### src/rtl/cpu_ctrl_fsm_if.sv
// Bus bundle between the CPU controller and its environment.
// The bundle carries the run enable, the instruction ROM port and the architectural outputs.
interface cpu_ctrl_fsm_if;
  localparam int unsigned DATA_W = 8;
  localparam int unsigned ADDR_W = 8;
  localparam int unsigned INSN_W = 16;

  logic              run;
  logic [ADDR_W-1:0] rom_addr;
  logic [INSN_W-1:0] rom_data;
  logic [DATA_W-1:0] acc;
  logic              zero;
  logic              carry;
  logic [DATA_W-1:0] out_data;
  logic              out_valid;
  logic              halted;
  logic              illegal;

  modport master (
    input  run, rom_data,
    output rom_addr, acc, zero, carry, out_data, out_valid, halted, illegal
  );

  modport slave (
    output run, rom_data,
    input  rom_addr, acc, zero, carry, out_data, out_valid, halted, illegal
  );
endinterface

### src/rtl/cpu_ctrl_fsm.sv
// Fetch/decode/execute sequencer for the 8-bit accumulator CPU.
// The module owns the PC, the instruction register, the accumulator, the flags and the registered OUT port.
module cpu_ctrl_fsm (
  input  logic          clk,
  input  logic          rst_n,
  cpu_ctrl_fsm_if.master bus
);
  localparam int unsigned DATA_W = 8;
  localparam int unsigned INSN_W = 16;

  localparam logic [3:0] OP_NOP  = 4'h0;
  localparam logic [3:0] OP_LOAD = 4'h1;
  localparam logic [3:0] OP_ADD  = 4'h2;
  localparam logic [3:0] OP_SUB  = 4'h3;
  localparam logic [3:0] OP_JMP  = 4'h6;
  localparam logic [3:0] OP_JZ   = 4'h7;
  localparam logic [3:0] OP_OUT  = 4'h8;
  localparam logic [3:0] OP_HALT = 4'hF;

  typedef enum logic [1:0] {ST_FETCH, ST_DECODE, ST_EXEC, ST_HALT} state_t;
  typedef enum logic [2:0] {CLS_NOP, CLS_ALU, CLS_JUMP, CLS_OUT, CLS_HALT} cls_t;

  state_t             state_q, state_d;
  cls_t               cls_q, cls_d;
  logic               bad_q, bad_d;
  logic [DATA_W-1:0]  pc_q, pc_d;
  logic [INSN_W-1:0]  ir_q, ir_d;
  logic [DATA_W-1:0]  acc_q, acc_d;
  logic               zero_q, zero_d;
  logic               carry_q, carry_d;
  logic [DATA_W-1:0]  out_data_q, out_data_d;
  logic               out_valid_q, out_valid_d;
  logic               halted_q, halted_d;
  logic               illegal_q, illegal_d;

  logic [3:0]         opcode;
  logic [DATA_W-1:0]  imm;
  logic [DATA_W:0]    sum;
  logic [DATA_W-1:0]  diff;

  assign opcode = ir_q[15:12];
  assign imm    = ir_q[7:0];
  assign sum    = {1'b0, acc_q} + {1'b0, imm};
  assign diff   = acc_q - imm;

  // State and architectural registers
  always_ff @(posedge clk or negedge rst_n) begin
    if (!rst_n) begin
      state_q     <= ST_FETCH;
      cls_q       <= CLS_NOP;
      bad_q       <= 1'b0;
      pc_q        <= '0;
      ir_q        <= '0;
      acc_q       <= '0;
      zero_q      <= 1'b0;
      carry_q     <= 1'b0;
      out_data_q  <= '0;
      out_valid_q <= 1'b0;
      halted_q    <= 1'b0;
      illegal_q   <= 1'b0;
    end else begin
      state_q     <= state_d;
      cls_q       <= cls_d;
      bad_q       <= bad_d;
      pc_q        <= pc_d;
      ir_q        <= ir_d;
      acc_q       <= acc_d;
      zero_q      <= zero_d;
      carry_q     <= carry_d;
      out_data_q  <= out_data_d;
      out_valid_q <= out_valid_d;
      halted_q    <= halted_d;
      illegal_q   <= illegal_d;
    end
  end

  // Next-state and datapath update
  always_comb begin
    state_d     = state_q;
    cls_d       = cls_q;
    bad_d       = bad_q;
    pc_d        = pc_q;
    ir_d        = ir_q;
    acc_d       = acc_q;
    zero_d      = zero_q;
    carry_d     = carry_q;
    out_data_d  = out_data_q;
    out_valid_d = 1'b0;
    halted_d    = halted_q;
    illegal_d   = illegal_q;

    case (state_q)
      ST_FETCH: begin
        if (bus.run) begin
          ir_d    = bus.rom_data;
          state_d = ST_DECODE;
        end
      end
      ST_DECODE: begin
        bad_d   = 1'b0;
        state_d = ST_EXEC;
        case (opcode)
          OP_NOP:                  cls_d = CLS_NOP;
          OP_LOAD, OP_ADD, OP_SUB: cls_d = CLS_ALU;
          OP_JMP, OP_JZ:           cls_d = CLS_JUMP;
          OP_OUT:                  cls_d = CLS_OUT;
          OP_HALT:                 cls_d = CLS_HALT;
          default: begin
            cls_d = CLS_NOP;
            bad_d = 1'b1;
          end
        endcase
      end
      ST_EXEC: begin
        state_d = ST_FETCH;
        pc_d    = pc_q + 8'd1;
        case (cls_q)
          CLS_ALU: begin
            case (opcode)
              OP_LOAD: begin
                acc_d   = imm;
                carry_d = 1'b0;
                zero_d  = (imm == '0);
              end
              OP_ADD: begin
                acc_d   = sum[DATA_W-1:0];
                carry_d = sum[DATA_W];
                zero_d  = (sum[DATA_W-1:0] == '0);
              end
              default: begin
                acc_d   = diff;
                carry_d = (imm > acc_q);
                zero_d  = (diff == '0);
              end
            endcase
          end
          CLS_JUMP: begin
            if (opcode == OP_JMP || zero_q) pc_d = imm;
          end
          CLS_OUT: begin
            out_data_d  = acc_q;
            out_valid_d = 1'b1;
          end
          CLS_HALT: begin
            pc_d     = pc_q;
            halted_d = 1'b1;
            state_d  = ST_HALT;
          end
          default: begin
            if (bad_q) illegal_d = 1'b1;
          end
        endcase
      end
      default: ;
    endcase
  end

  assign bus.rom_addr  = pc_q;
  assign bus.acc       = acc_q;
  assign bus.zero      = zero_q;
  assign bus.carry     = carry_q;
  assign bus.out_data  = out_data_q;
  assign bus.out_valid = out_valid_q;
  assign bus.halted    = halted_q;
  assign bus.illegal   = illegal_q;
endmodule

### src/flat_wrapper.sv
// flat-port wrapper written by rule: the top's interface ports become plain ports
module cpu_ctrl_fsm_flat 
  (clk, rst_n, bus_run, bus_rom_data, bus_rom_addr, bus_acc, bus_zero, bus_carry, bus_out_data, bus_out_valid, bus_halted, bus_illegal);
  cpu_ctrl_fsm_if bus_i ();
  input  logic clk;
  input  logic rst_n;
  input wire logic [$bits(bus_i.run)-1:0] bus_run;
  input wire logic [$bits(bus_i.rom_data)-1:0] bus_rom_data;
  output wire logic [$bits(bus_i.rom_addr)-1:0] bus_rom_addr;
  output wire logic [$bits(bus_i.acc)-1:0] bus_acc;
  output wire logic [$bits(bus_i.zero)-1:0] bus_zero;
  output wire logic [$bits(bus_i.carry)-1:0] bus_carry;
  output wire logic [$bits(bus_i.out_data)-1:0] bus_out_data;
  output wire logic [$bits(bus_i.out_valid)-1:0] bus_out_valid;
  output wire logic [$bits(bus_i.halted)-1:0] bus_halted;
  output wire logic [$bits(bus_i.illegal)-1:0] bus_illegal;
  assign bus_i.run = bus_run;
  assign bus_i.rom_data = bus_rom_data;
  assign bus_rom_addr = bus_i.rom_addr;
  assign bus_acc = bus_i.acc;
  assign bus_zero = bus_i.zero;
  assign bus_carry = bus_i.carry;
  assign bus_out_data = bus_i.out_data;
  assign bus_out_valid = bus_i.out_valid;
  assign bus_halted = bus_i.halted;
  assign bus_illegal = bus_i.illegal;
  cpu_ctrl_fsm u_core (.clk(clk), .rst_n(rst_n), .bus(bus_i));
endmodule
### config.mk
export PLATFORM = sky130hd
export DESIGN_NAME = cpu_ctrl_fsm_flat
export DESIGN_NICKNAME = d
export VERILOG_FILES = /design/src/rtl/cpu_ctrl_fsm_if.sv /design/src/rtl/cpu_ctrl_fsm.sv /design/src/flat_wrapper.sv
export SDC_FILE = /design/constraint.sdc
export NUM_CORES = 1
export LEC_CHECK = 0
export ABC_AREA = 0
export ABC_CLOCK_PERIOD_IN_PS = 2150
export CORE_UTILIZATION = 35
export CTS_CLUSTER_DIAMETER = 80
export DETAILED_ROUTE_END_ITERATION = 10
export PLACE_DENSITY_LB_ADDON = 0.08
export SYNTH_ARGS = -nofsm -noshare
export SYNTH_HDL_FRONTEND = slang
export SYNTH_SLANG_ARGS = --single-unit
### constraint.sdc
create_clock -name clk -period 2.15 [get_ports clk]
set_input_delay 0.3225 -clock clk [delete_from_list [all_inputs] [get_ports clk]]
set_output_delay 0.3225 -clock clk [all_outputs]
set_load 0.02 [all_outputs]
# After elaboration in Yosys (flattened, before gate mapping)
# Cells that the tools add are included.
word_totals:
  reg_bits: 51
  in_bits: 19
  output_inout_bits: 29
  elab_cells: 62
op_classes:
  add_sub_neg: 3
  magnitude_cmp: 1
  eq_ne: 14
  mux: 12
  bitwise: 2
  reduce_logical: 18
op_table:
  columns: ["operator", "n"]
  rows:
  - ["case mux 8 bit (2 select lines)", 2]
  - ["zero test 8 bit", 3]
  - ["case mux 3 bit (4 select lines)", 1]
  - ["AND reduction 2 bit", 6]
  - ["adder 8 x 8 -> 9 bit", 1]
  - ["adder 8 x 1 -> 8 bit (second input constant)", 1]
  - ["equality test 4 x 2 -> 1 bit (second input constant)", 2]
  - ["equality test 4 x 3 -> 1 bit (second input constant)", 2]
  - ["equality test 4 bit (second input constant)", 2]
  - ["greater-than comparator 8 bit", 1]
  - ["2-to-1 mux 8 bit", 1]
  - ["OR reduction 8 bit", 1]
  - ["subtractor 8 bit", 1]
  - ["equality test 3 x 2 -> 1 bit (second input constant)", 2]
  - ["case mux 2 bit (3 select lines)", 1]
  - ["equality test 4 x 1 -> 1 bit (second input constant)", 1]
  - ["zero test 4 bit", 1]
  - ["2-to-1 mux 2 bit", 2]
  - ["case mux 1 bit (2 select lines)", 2]
  - ["OR reduction 4 bit", 1]
  - ["equality test 3 x 1 -> 1 bit (second input constant)", 1]
  - ["equality test 3 bit (second input constant)", 1]
  - ["2-to-1 mux 1 bit", 3]
  - ["AND reduction 3 bit", 1]
  - ["other kinds (9)", 10]

# Logic depth before layout (Yosys ltp)
# Gate-level depths: netlist of the first run.
logic_depth:
  depth_word: 4
  mapped_depth: 10

# Worst setup path before layout of the first run
# No wires, ideal clock.
synth_timing:
  path_type: "register to register"
  start: "register u_core.acc_q[0] (netlist: u_core.bus.acc[0])"
  end: "register u_core.zero_q (netlist: u_core.bus.zero)"
  arrival_ns: 2.137
  required_time_ns: 2.022
  slack_ns: -0.116
  stages_incl_launch_ff: 11
  synth_period_minus_slack_ns: 2.266
  cell_sequence: "dfrtp_1 > inv_1 > ha_1 > inv_1 > fa_1 > a211oi_1 > o21ai_0 > a211oi_1 > nor3_1 > o211ai_1 > nand3b_1"
synth_between:
  elab_chain_cells: 3
  word_cells_on_any_way: 5
synth_rtl:
  columns: ["item", "line_no", "source"]
  rows:
  - ["start: declaration", "cpu_ctrl_fsm.sv:28", "logic [DATA_W-1:0] acc_q, acc_d;"]
  - ["start signal: assignment", "cpu_ctrl_fsm.sv:54", "acc_q <= '0;"]
  - ["start signal: assignment", "cpu_ctrl_fsm.sv:67", "acc_q <= acc_d;"]
  - ["subtractor 8 bit / adder 8 x 8 -> 9 bit (equally long branches)", "cpu_ctrl_fsm.sv:44, cpu_ctrl_fsm.sv:43", null]
  - ["zero test 8 bit (on tied branches)", "cpu_ctrl_fsm.sv:133, cpu_ctrl_fsm.sv:128", null]
  - ["case mux 1 bit (2 select lines) *", "cpu_ctrl_fsm.sv:119", "case (opcode)"]
  - ["end signal: assignment", "cpu_ctrl_fsm.sv:68", "zero_q <= zero_d;"]
  - ["end: declaration", "cpu_ctrl_fsm.sv:29", "logic zero_q, zero_d;"]
# Mark *: on every way between the ends. The rest lies on a longest branch, timed or not.
# A chain may end at the register's enable or synchronous reset.

# Worst setup path in the final report of the first run
layout_timing:
  start: "register u_core.acc_q[1] (netlist: u_core.bus.acc[1])"
  end: "register u_core.zero_q (netlist: u_core.bus.zero)"
# Same word-level chain as after synthesis.

==> reports/qor.yml, run 1 <==
outcome:
  run_status: "complete, but fails checks"
  failed_checks: "negative setup slack"
power_and_ir_drop:
  power_leakage_nw: 1.94
  powerDensity_nw_per_um2: 1920
  vdd_drop_max_uv: 674
  power_mw: 8.51
synth:
  synth_edf_count: 0
  ys_async_sr_fraction_pct: 100
  syn-cell-area_um2: 3110
  synth_seq_area_share_pct: 37.8
  synthCells: 348
  synth.net_count: 390
  synth_ff_type: "dfrtp_1"
  synth.distinct_cells: 57
  ys_seq_elements: 47
  ys_warn_count: 0
  avgSynthCellArea_um2: 8.94
route:
  drt_pre_antenna_iters: 4
  vias_per_cell: 5.20
  routed_wl_mm: 8.65
  num_vias: 2899
  drc_errors: 0
  wl_per_cell_um: 15.5
  ant_nets: 0
  first_iter_violations: 85
setup_path:
  path_cells: "ha_4 > and2b_1 > o211a_1 > o41ai_4 > buf_4 > or2_4 > a2111oi_4 > nand3b_1"
  critPathArrivalTime_ps: 2470
  crit_path_start_kind: "flop"
  crit_type: "flop to flop"
  cp.required_ps: 2340
  reg2reg_depth: 8
  cp-end-kind: "flop"
  cp_slowest_cell: "dfrtp_2"
  critical_path.max_stage_delay_ps: 480
  worstPathMaxFanout: 5
die:
  die_area_um2: 9270
  core_area_um2: 8680
  start_util_pct: 35.9
  die_w_um: 96.3
  die_h_um: 96.3
  rows: 34
  ioPinCount: 48
cells_and_area:
  layout_commonest_cell: "buf_4"
  drive_above_1_share_pct: 29.6
  final_core_util_pct: 51.2
  syn2layout_area_growth_pct: 42.7
  nNetsFinal: 490
  num-fill-cells: 835
  fin_cells: 557
  diodes: 0
  final_cell_mix: "buf_4 (59), clkdlybuf4s50_1 (42), dfrtp_1 (42)"
sta:
  slew_headroom_pct: 57.6
  setup_ws_ps: -131
  finClkSkew_ps: 9.39
  setup_viol: 2
  finalCritPeriodShare_pct: 106
  finalCriticalPeriod_ps: 2280
  tightest_slew_ps: 635
  finalMaxSlewViolations: 0
  hold_viol: 0
  rsz0062_at_grt: "yes"
  max_freq_ghz: 0.438
placement:
  place.gp.congestion: 0.846
  post-place-cells: 535
  port_buffers: 43
  dp_hpwl_mm: 6.35
clocking:
  cts.sinks: 47
  ctsHoldBuffers: 0
  clk_latency_ps: 310
  cts_tree: "done"
  clk_pin_slew_worst_paths_ps: 100
  cts_root_buf: "clkbuf_8"
  clk_path_buf_depth: 2
  cts_max_level: 2
  cts_buffers: 5
worst_hold_path:
  hp-class: "primary input to async pin"
grt:
  track_usage_pct: 19.4
  grt_max_degree: 48
  grt_first_pass_wirelength_mm: 13.4
  gr-total-overflow: 0
  grt_pass1_vias: 2682
  antenna_found_initial: 0
flow_run:
  maxCapViolCount: 0
## what timing repair did
| item | in CTS | in global routing |
|---|---|---|
| pin swaps | 2 | 24 |
| buffers inserted | 1 | 13 |
| hold endpoints to repair | 0 | 0 |
| endpoints found under the setup margin | 5 | 6 |
| gates resized for setup | 9 | 36 |
| gates cloned | 0 | 0 |
## synth_stat cells (all sizes together), types with 7 or more instances
cell type / instances / area, um2
a21oi: 20 / 100
o21ai: 14 / 70.1
inv: 25 / 93.8
clkbuf: 8 / 30.0
nand3: 8 / 40.0
nand2: 42 / 160
dfrtp: 47 / 1180
nor2: 40 / 153
nor3: 7 / 35.0
a31oi: 13 / 81.3
ha: 21 / 263
mux2: 14 / 158
## worst max-delay path, delay by kind of cell (launching register included)
family / cells / cell delay, ps
AOI/OAI and AO/OA: 3 / 750
DFF: 1 / 480
and+or+nand+nor: 3 / 480
adders and majority gates: 1 / 280
buffers and inverters: 1 / 180
## layout make-up
class	instances	area (um2)	area share, %
flip-flops and latches	47	1180	26.6
multi-input cells	263	2040	45.9
inverters	26	97.6	2.20
clock buffers	6	72.6	1.63
well taps	108	135	3.04
repair buffers	105	902	20.3
clock inverters	2	12.5	0.282
## cells by family (layout without fill, tap and decap cells)
group           Yosys count  after routing  synth area share (%)
flops                    47             47                  37.8
fa+ha+maj                23             23                  9.73
mux                      14             14                  5.07
buf+inv                  38            139                  5.15
compound gates           86             86                  19.4
simple gates            132            132                  20.6
xor+xnor                  8              8                  2.25
## layer usage
metal	track usage [%]	up-vias	routed length, um
met4	4.53	0	128
met3	3.95	10	271
met1	25.6	1398	4100
li1	-	1440	-
met2	32.5	51	4140
met5	0	-	0
## metrics by stage
step / setup WS, ps / hold slack (ps) / setup TNS, ps / area [um2]
6_report: -131 / 111 / -206 / 4440
5_1_grt: -232 / 163 / -636 / 4440
3_3_place_gp: -108 / 451 / -224 / 4020
4_1_cts: -93.7 / 140 / -93.7 / 4160
3_5_place_dp: -106 / 459 / -252 / 4020
2_1_floorplan: 19.6 / 26.9 / 0 / 3160
## path summary, 6_finish.rpt
| path | from | endpoint | slack [ps] |
|---|---|---|---|
| setup reg to reg | u_core.bus.acc[1] | u_core.bus.zero | -130 |
| max in group asynchronous | rst_n | u_core.bus.acc[0] | 1570 |
| min in group clk | u_core.bus.out_data[3] | u_core.bus.out_data[3] | 480 |
| setup / recovery | u_core.bus.acc[1] | u_core.bus.zero | -130 |
| hold / removal | rst_n | u_core.bus.rom_addr[6] | 110 |
| hold reg to reg | u_core.bus.out_data[3] | u_core.bus.out_data[3] | 480 |
## flip-flops by register name, indices dropped and copies added, names as in the netlist
signal and count:
u_core.bus.carry 1, u_core.bus.out_valid 1, u_core.ir_q 12, u_core.bus.illegal 1, u_core.state_q 2, u_core.bad_q 1, u_core.bus.halted 1, u_core.bus.zero 1
u_core.bus.rom_addr 8, u_core.cls_q 3, u_core.bus.out_data 8, u_core.bus.acc 8
## power breakdown
part	leakage [nW]	internal (mW)	switching [mW]
Sequential	0.584	1.28	0.429
Combinational	1.31	3.13	3.11
Clock	0.0412	0.229	0.328
Total	1.94	4.64	3.87
Power figures use the tool's default switching activity.
==> inputs of run 2 (changes only) <==
- CORE_ASPECT_RATIO: default -> 0.75
- CORE_MARGIN: default -> 1
- SLEW_MARGIN: default -> 5
==> run 2 against run 1 <==
  * Register-to-register slack gained 120 ps
  * Die area about the same
  * Worst setup slack gained 120 ps
  * Combinational power decreased by 4.0%
  * Largest cell class unchanged
  * The flow still finishes with violations (negative setup slack)
  * Hold slack improved by 18 ps
  * Non-clock buffer count down 8
  * Sequential cell count is the same
  * Total power fell by 1.0%
  * Critical endpoint unchanged
  * Cell count is 1.6% lower
  * Global-route usage increased by 0.27 points
==> reports/qor.yml, run 2 (synthesized netlist as in run 1, its figures left out) <==
setup_path:
  rrSetupSlack_ps: -10
  reg2reg_depth: 8
  reg2reg_from: "u_core.bus.acc[5]"
  path_cells: "ha_4 > or2_4 > o211ai_2 > o41ai_4 > buf_4 > or2_4 > a2111oi_4 > nand3b_1"
  crit_type: "flop to flop"
  worstPathMaxFanout: 5
  cp_slowest_cell: "dfrtp_1"
  critical_path.max_stage_delay_ps: 410
  cp_top_family: "simple AND/OR/NAND/NOR gates"
  critPathArrivalTime_ps: 2390
  crit_path_start_kind: "flop"
  cp-end-kind: "flop"
  cp.required_ps: 2380
  crit_buf_inv: 1
  rr_endpoint: "u_core.bus.zero"
  cpMostUsedCell: "or2_4"
route:
  ant_nets: 0
  routed_wl_mm: 8.76
  drc_errors: 0
  num_vias: 2828
  vias_per_cell: 5.16
  wl_per_cell_um: 16.0
  first_iter_violations: 164
  drt_pre_antenna_iters: 4
clocking:
  clk_pin_slew_worst_paths_ps: 70
  cts.sinks: 47
  cts_root_buf: "clkbuf_16"
  cts_tree: "done"
  cts_buffers: 5
  cts_max_level: 2
  clk_path_buf_depth: 2
  clk_latency_ps: 290
  ctsHoldBuffers: 0
sta:
  hold_viol: 0
  tightest_slew_ps: 657
  finalCritPeriodShare_pct: 101
  rsz0062_at_grt: "yes"
  finalCriticalPeriod_ps: 2160
  finClkSkew_ps: 7.26
  fin_hold_ws_ps: 129
  setup_viol: 2
  setup_ws_ps: -14.0
  slew_headroom_pct: 56.2
  max_freq_ghz: 0.462
  finalMaxSlewViolations: 0
grt:
  track_usage_pct: 19.6
  grt_max_degree: 48
  grt_first_pass_wirelength_mm: 14.2
  use_met1_pct: 28.7
  use_met3_pct: 3.78
  gr-total-overflow: 0
  grt_use_met2_pct: 30.1
  grt.busiest_layer: "met2"
  antenna_found_initial: 0
  grt_pass1_vias: 2713
die:
  ioPinCount: 48
  die_h_um: 83.7
  die_area_um2: 9280
  die_w_um: 111
  rows: 29
  start_util_pct: 36.5
  core_area_um2: 8530
cells_and_area:
  diodes: 0
  final_cell_mix: "buf_4 (53), dfrtp_1 (43), clkdlybuf4s50_1 (42)"
  drive_above_1_share_pct: 28.0
  top_register: "u_core.ir_q"
  layout_commonest_cell: "buf_4"
  nNetsFinal: 482
  num-fill-cells: 846
  syn2layout_area_growth_pct: 40.0
  fin_cells: 548
  largest_reg_flops: 12
placement:
  post-place-cells: 537
  place.gp.congestion: 0.826
  port_buffers: 43
  dp_hpwl_mm: 6.58
  pre_cts_ws_ps: -166
flow_run:
  maxCapViolCount: 0
worst_hold_path:
  hp-class: "primary input to async pin"
power_and_ir_drop:
  vdd_drop_max_uv: 749
  power_leakage_nw: 1.90
  powerDensity_nw_per_um2: 1930
outcome:
  failed_checks: "negative setup slack"
  run_status: "complete, but fails checks"
==> run 2: stage by stage <==
stage               cell area (um2)  TNS [ps]  total power [mW]  utilization, %
global placement               4030      -271              6.97            47.3
global route                   4360      -380              9.11            51.1
finish                         4360     -16.2              8.42            51.1
detailed placement             4030      -424              7.02            47.3
CTS                            4270      -210              8.11            50.0
floorplan                      3160         0              4.96               -
==> run 2: cell type report <==
cell class              count  area (um2)  share of cell area [%]
multi-input cells         263        1970                    45.2
flip-flops and latches     47        1180                    27.1
repair buffers             97         835                    19.2
well taps                 108         135                    3.10
clock buffers               5         125                    2.87
inverters                  26        97.6                    2.24
clock inverters             2        13.8                   0.316
==> run 2: worst max path at each step <==
stage / start / end / slack (ps) / depth (start not counted)
2_1_floorplan: u_core.bus.acc[0] / u_core.bus.zero / 20 / 10
3_3_place_gp: u_core.bus.acc[1] / u_core.bus.zero / -90 / 7
3_5_place_dp: u_core.bus.acc[1] / u_core.bus.zero / -170 / 7
4_1_cts: u_core.bus.acc[1] / u_core.bus.zero / -80 / 8
5_1_grt: u_core.bus.acc[1] / u_core.bus.acc[5] / -110 / 7
6_report: u_core.bus.acc[5] / u_core.bus.zero / -10 / 8
==> run 2: worst register-to-register path, stage by stage, from the launching register on <==
cell and delay, ps:
dfrtp_1 410, ha_4 270, or2_4 240, o211ai_2 220
o41ai_4 120, buf_4 160, or2_4 230, a2111oi_4 290
nand3b_1 160
==> run 2: layer usage <==
metal,routed length [um],vias up
li1,-,1423
met1,4510,1332
met2,3790,68
met3,385,5
met4,68,0
met5,0,-
==> run 2: power by group <==
group	leakage [nW]	total [mW]	switching (mW)	internal [mW]
sequential	0.586	1.66	0.376	1.28
combinational	1.25	6.00	3.09	2.92
clock	0.0696	0.764	0.340	0.425
==> run 2: timing repair <==
item	CTS	global route
setup endpoints to repair	6	11
gates resized for setup	16	20
pin swaps	11	23
buffers inserted	3	1
==> edit: new RTL, config.mk and constraints of run 2 <==
Re-encode `cls_t` (5 values) as one-hot, 5 bits wide.
--- a/src/rtl/cpu_ctrl_fsm.sv
+++ b/src/rtl/cpu_ctrl_fsm.sv
@@ -18,7 +18,7 @@
   localparam logic [3:0] OP_HALT = 4'hF;
 
   typedef enum logic [1:0] {ST_FETCH, ST_DECODE, ST_EXEC, ST_HALT} state_t;
-  typedef enum logic [2:0] {CLS_NOP, CLS_ALU, CLS_JUMP, CLS_OUT, CLS_HALT} cls_t;
+  typedef enum logic [4:0] {CLS_NOP = 5'b00001, CLS_ALU = 5'b00010, CLS_JUMP = 5'b00100, CLS_OUT = 5'b01000, CLS_HALT = 5'b10000} cls_t;
 
   state_t             state_q, state_d;
   cls_t               cls_q, cls_d;
Function: no difference found for any inputs over 10 cycles, from zero or initial values and one cycle with rst_n low; not proved beyond that.
==> edit against run 2 <==
The flow still finishes with violations (negative setup slack); wire length is 2.2% higher; design area increased by 3.1%; sequential cell count is 2 higher; total power down 14%; via count increased by 5.1%; setup slack got worse by 0.17 ns; die area grew 4.8%; synthesized area increased by 4.9%; largest cell class unchanged; highest routed layer unchanged.
==> edit: results <==
set metrics [dict create \
    fin_ws_ns -0.189 \
    cts_root_buf "clkbuf_16" \
    clkTransAtPathRegs_ns 0.07 \
    largest_reg_flops 12 \
    r2r_start "u_core.bus.acc[0]" \
    final.setup.tns_ns -0.478 \
    fin_skew_ns 0.00667 \
    nets 505 \
    p_leak_nw 1.99 \
    first_iter_violations 148 \
    grt_usage_pct 19.4 \
    critPathMaxFanout 2 \
    async_flop_share_pct 100 \
    arrival_ns 2.55 \
    fin_cells 592 \
    grt_pass1_wl_mm 14.5 \
    syn-num-nets 413 \
    grt_max_degree 50 \
    clk_latency_ns 0.29 \
    drive_above_1_share_pct 25.2 \
    numCtsBuffers 5 \
    globalplace.congestion 0.877 \
    regMostFlops "u_core.ir_q" \
    placedCellCount 575 \
    synth_cells 371 \
    status "finished with violations" \
    synth.yosys.seq_area_share_pct 37.6 \
    violations "negative setup slack" \
    peakVddDrop_mv 0.638 \
    io_buffers 43 \
    via_count 2971 \
    antenna_found_initial 0 \
    r2r_cells 10 \
    num-fill-cells 887 \
    holdWs_ns 0.00772 \
    reg2reg_to "u_core.bus.acc[6]" \
    ys_types 58 \
    setup_viol 4 \
    wirelength_mm 8.96 \
    tightest_slew_ns 0.379 \
    synthTopCellsByArea "dfrtp_1 (37%), ha_1 (8.0%), nand2_1 (5.3%)" \
    hpwl_mm 6.74 \
    yosys-top-cells-count "dfrtp_1 (48), nand2_1 (46), nor2_1 (32)" \
    grt_pass1_vias 2771 \
]
edit: cell types whose count changed in the layout (fill, tap and decap cells not counted), sizes merged, moves of 3 or more:
cell	run 2	this run
nor2	40	32
a31oi	13	0
o2111ai	0	4
a22o	0	3
nand2b	5	10
nor3b	4	1
buf	55	58
nor3	7	10
o21ai	14	30
nand2	42	46
a21oi	20	25
nand3	8	17
o22a	6	2
edit: layout make-up:
type / instances / share of cell area [%]
clock buffer: 7 / 2.95
sequential: 49 / 27.4
clock inverter: 1 / 0.167
timing repair buffer: 100 / 19.3
inverter: 25 / 2.09
tap: 128 / 3.56
multi-input combinational: 282 / 44.5
edit: timing repair:
item	CTS	global route
buffers inserted	3	6
gates resized for setup	7	16
pin swaps	4	10
gates cloned	0	0
setup endpoints to repair	6	6
edit: critical path, stage by stage, from the launching register on:
cell	delay, ns
dfrtp_2	0.41
inv_2	0.08
ha_4	0.14
inv_2	0.03
fa_2	0.33
a211o_1	0.30
a211o_1	0.29
a221oi_2	0.33
buf_4	0.18
a21oi_2	0.05
o21ai_1	0.12
edit: per-stage QoR:
step	cell area, sq um	util, %	setup WS, ns
detailed placement	4160	46.0	-0.177
CTS	4360	48.2	-0.160
global placement	4160	46.0	-0.133
global route	4490	49.7	-0.270
floorplan	3290	-	-0.105
finish	4490	49.7	-0.189
edit: how the worst max path moves through the flow:
| stage | cells past startpoint | start | to |
|---|---|---|---|
| after floorplan | 10 | u_core.bus.acc[0] | u_core.bus.zero |
| after global placement | 10 | u_core.bus.acc[0] | u_core.bus.zero |
| after global routing | 10 | u_core.bus.acc[0] | u_core.bus.acc[6] |
| after detailed placement | 8 | u_core.ir_q[1] | u_core.bus.acc[5] |
| after CTS | 10 | u_core.bus.acc[0] | u_core.bus.zero |
| final | 10 | u_core.bus.acc[0] | u_core.bus.acc[6] |
edit: per-layer routing:
layer  track usage [%]  up-vias  part of all wire [%]
li1                  -     1503                     -
met4              5.86        0                  0.93
met2              27.3       76                    41
met5                 0        -                     0
met3              3.39        7                   5.1
met1              29.9     1385                    53
edit: cells by family (layout without fill, tap and decap cells):
logic type | Yosys count | in the layout | synth area share, %
compound gates | 94 | 94 | 18.8
buf+inv | 40 | 133 | 5.71
simple gates | 144 | 144 | 21.8
mux | 15 | 15 | 5.17
flops | 49 | 49 | 37.6
xor+xnor | 6 | 6 | 1.61
fa+ha+maj | 23 | 23 | 9.28
edit: power breakdown:
part | internal [W] | total [W] | leakage [nW] | switching, W
Clock | 0.000433 | 0.000778 | 0.0641 | 0.000345
Sequential | 0.00126 | 0.00162 | 0.626 | 0.000364
Combinational | 0.00244 | 0.00488 | 1.30 | 0.00244
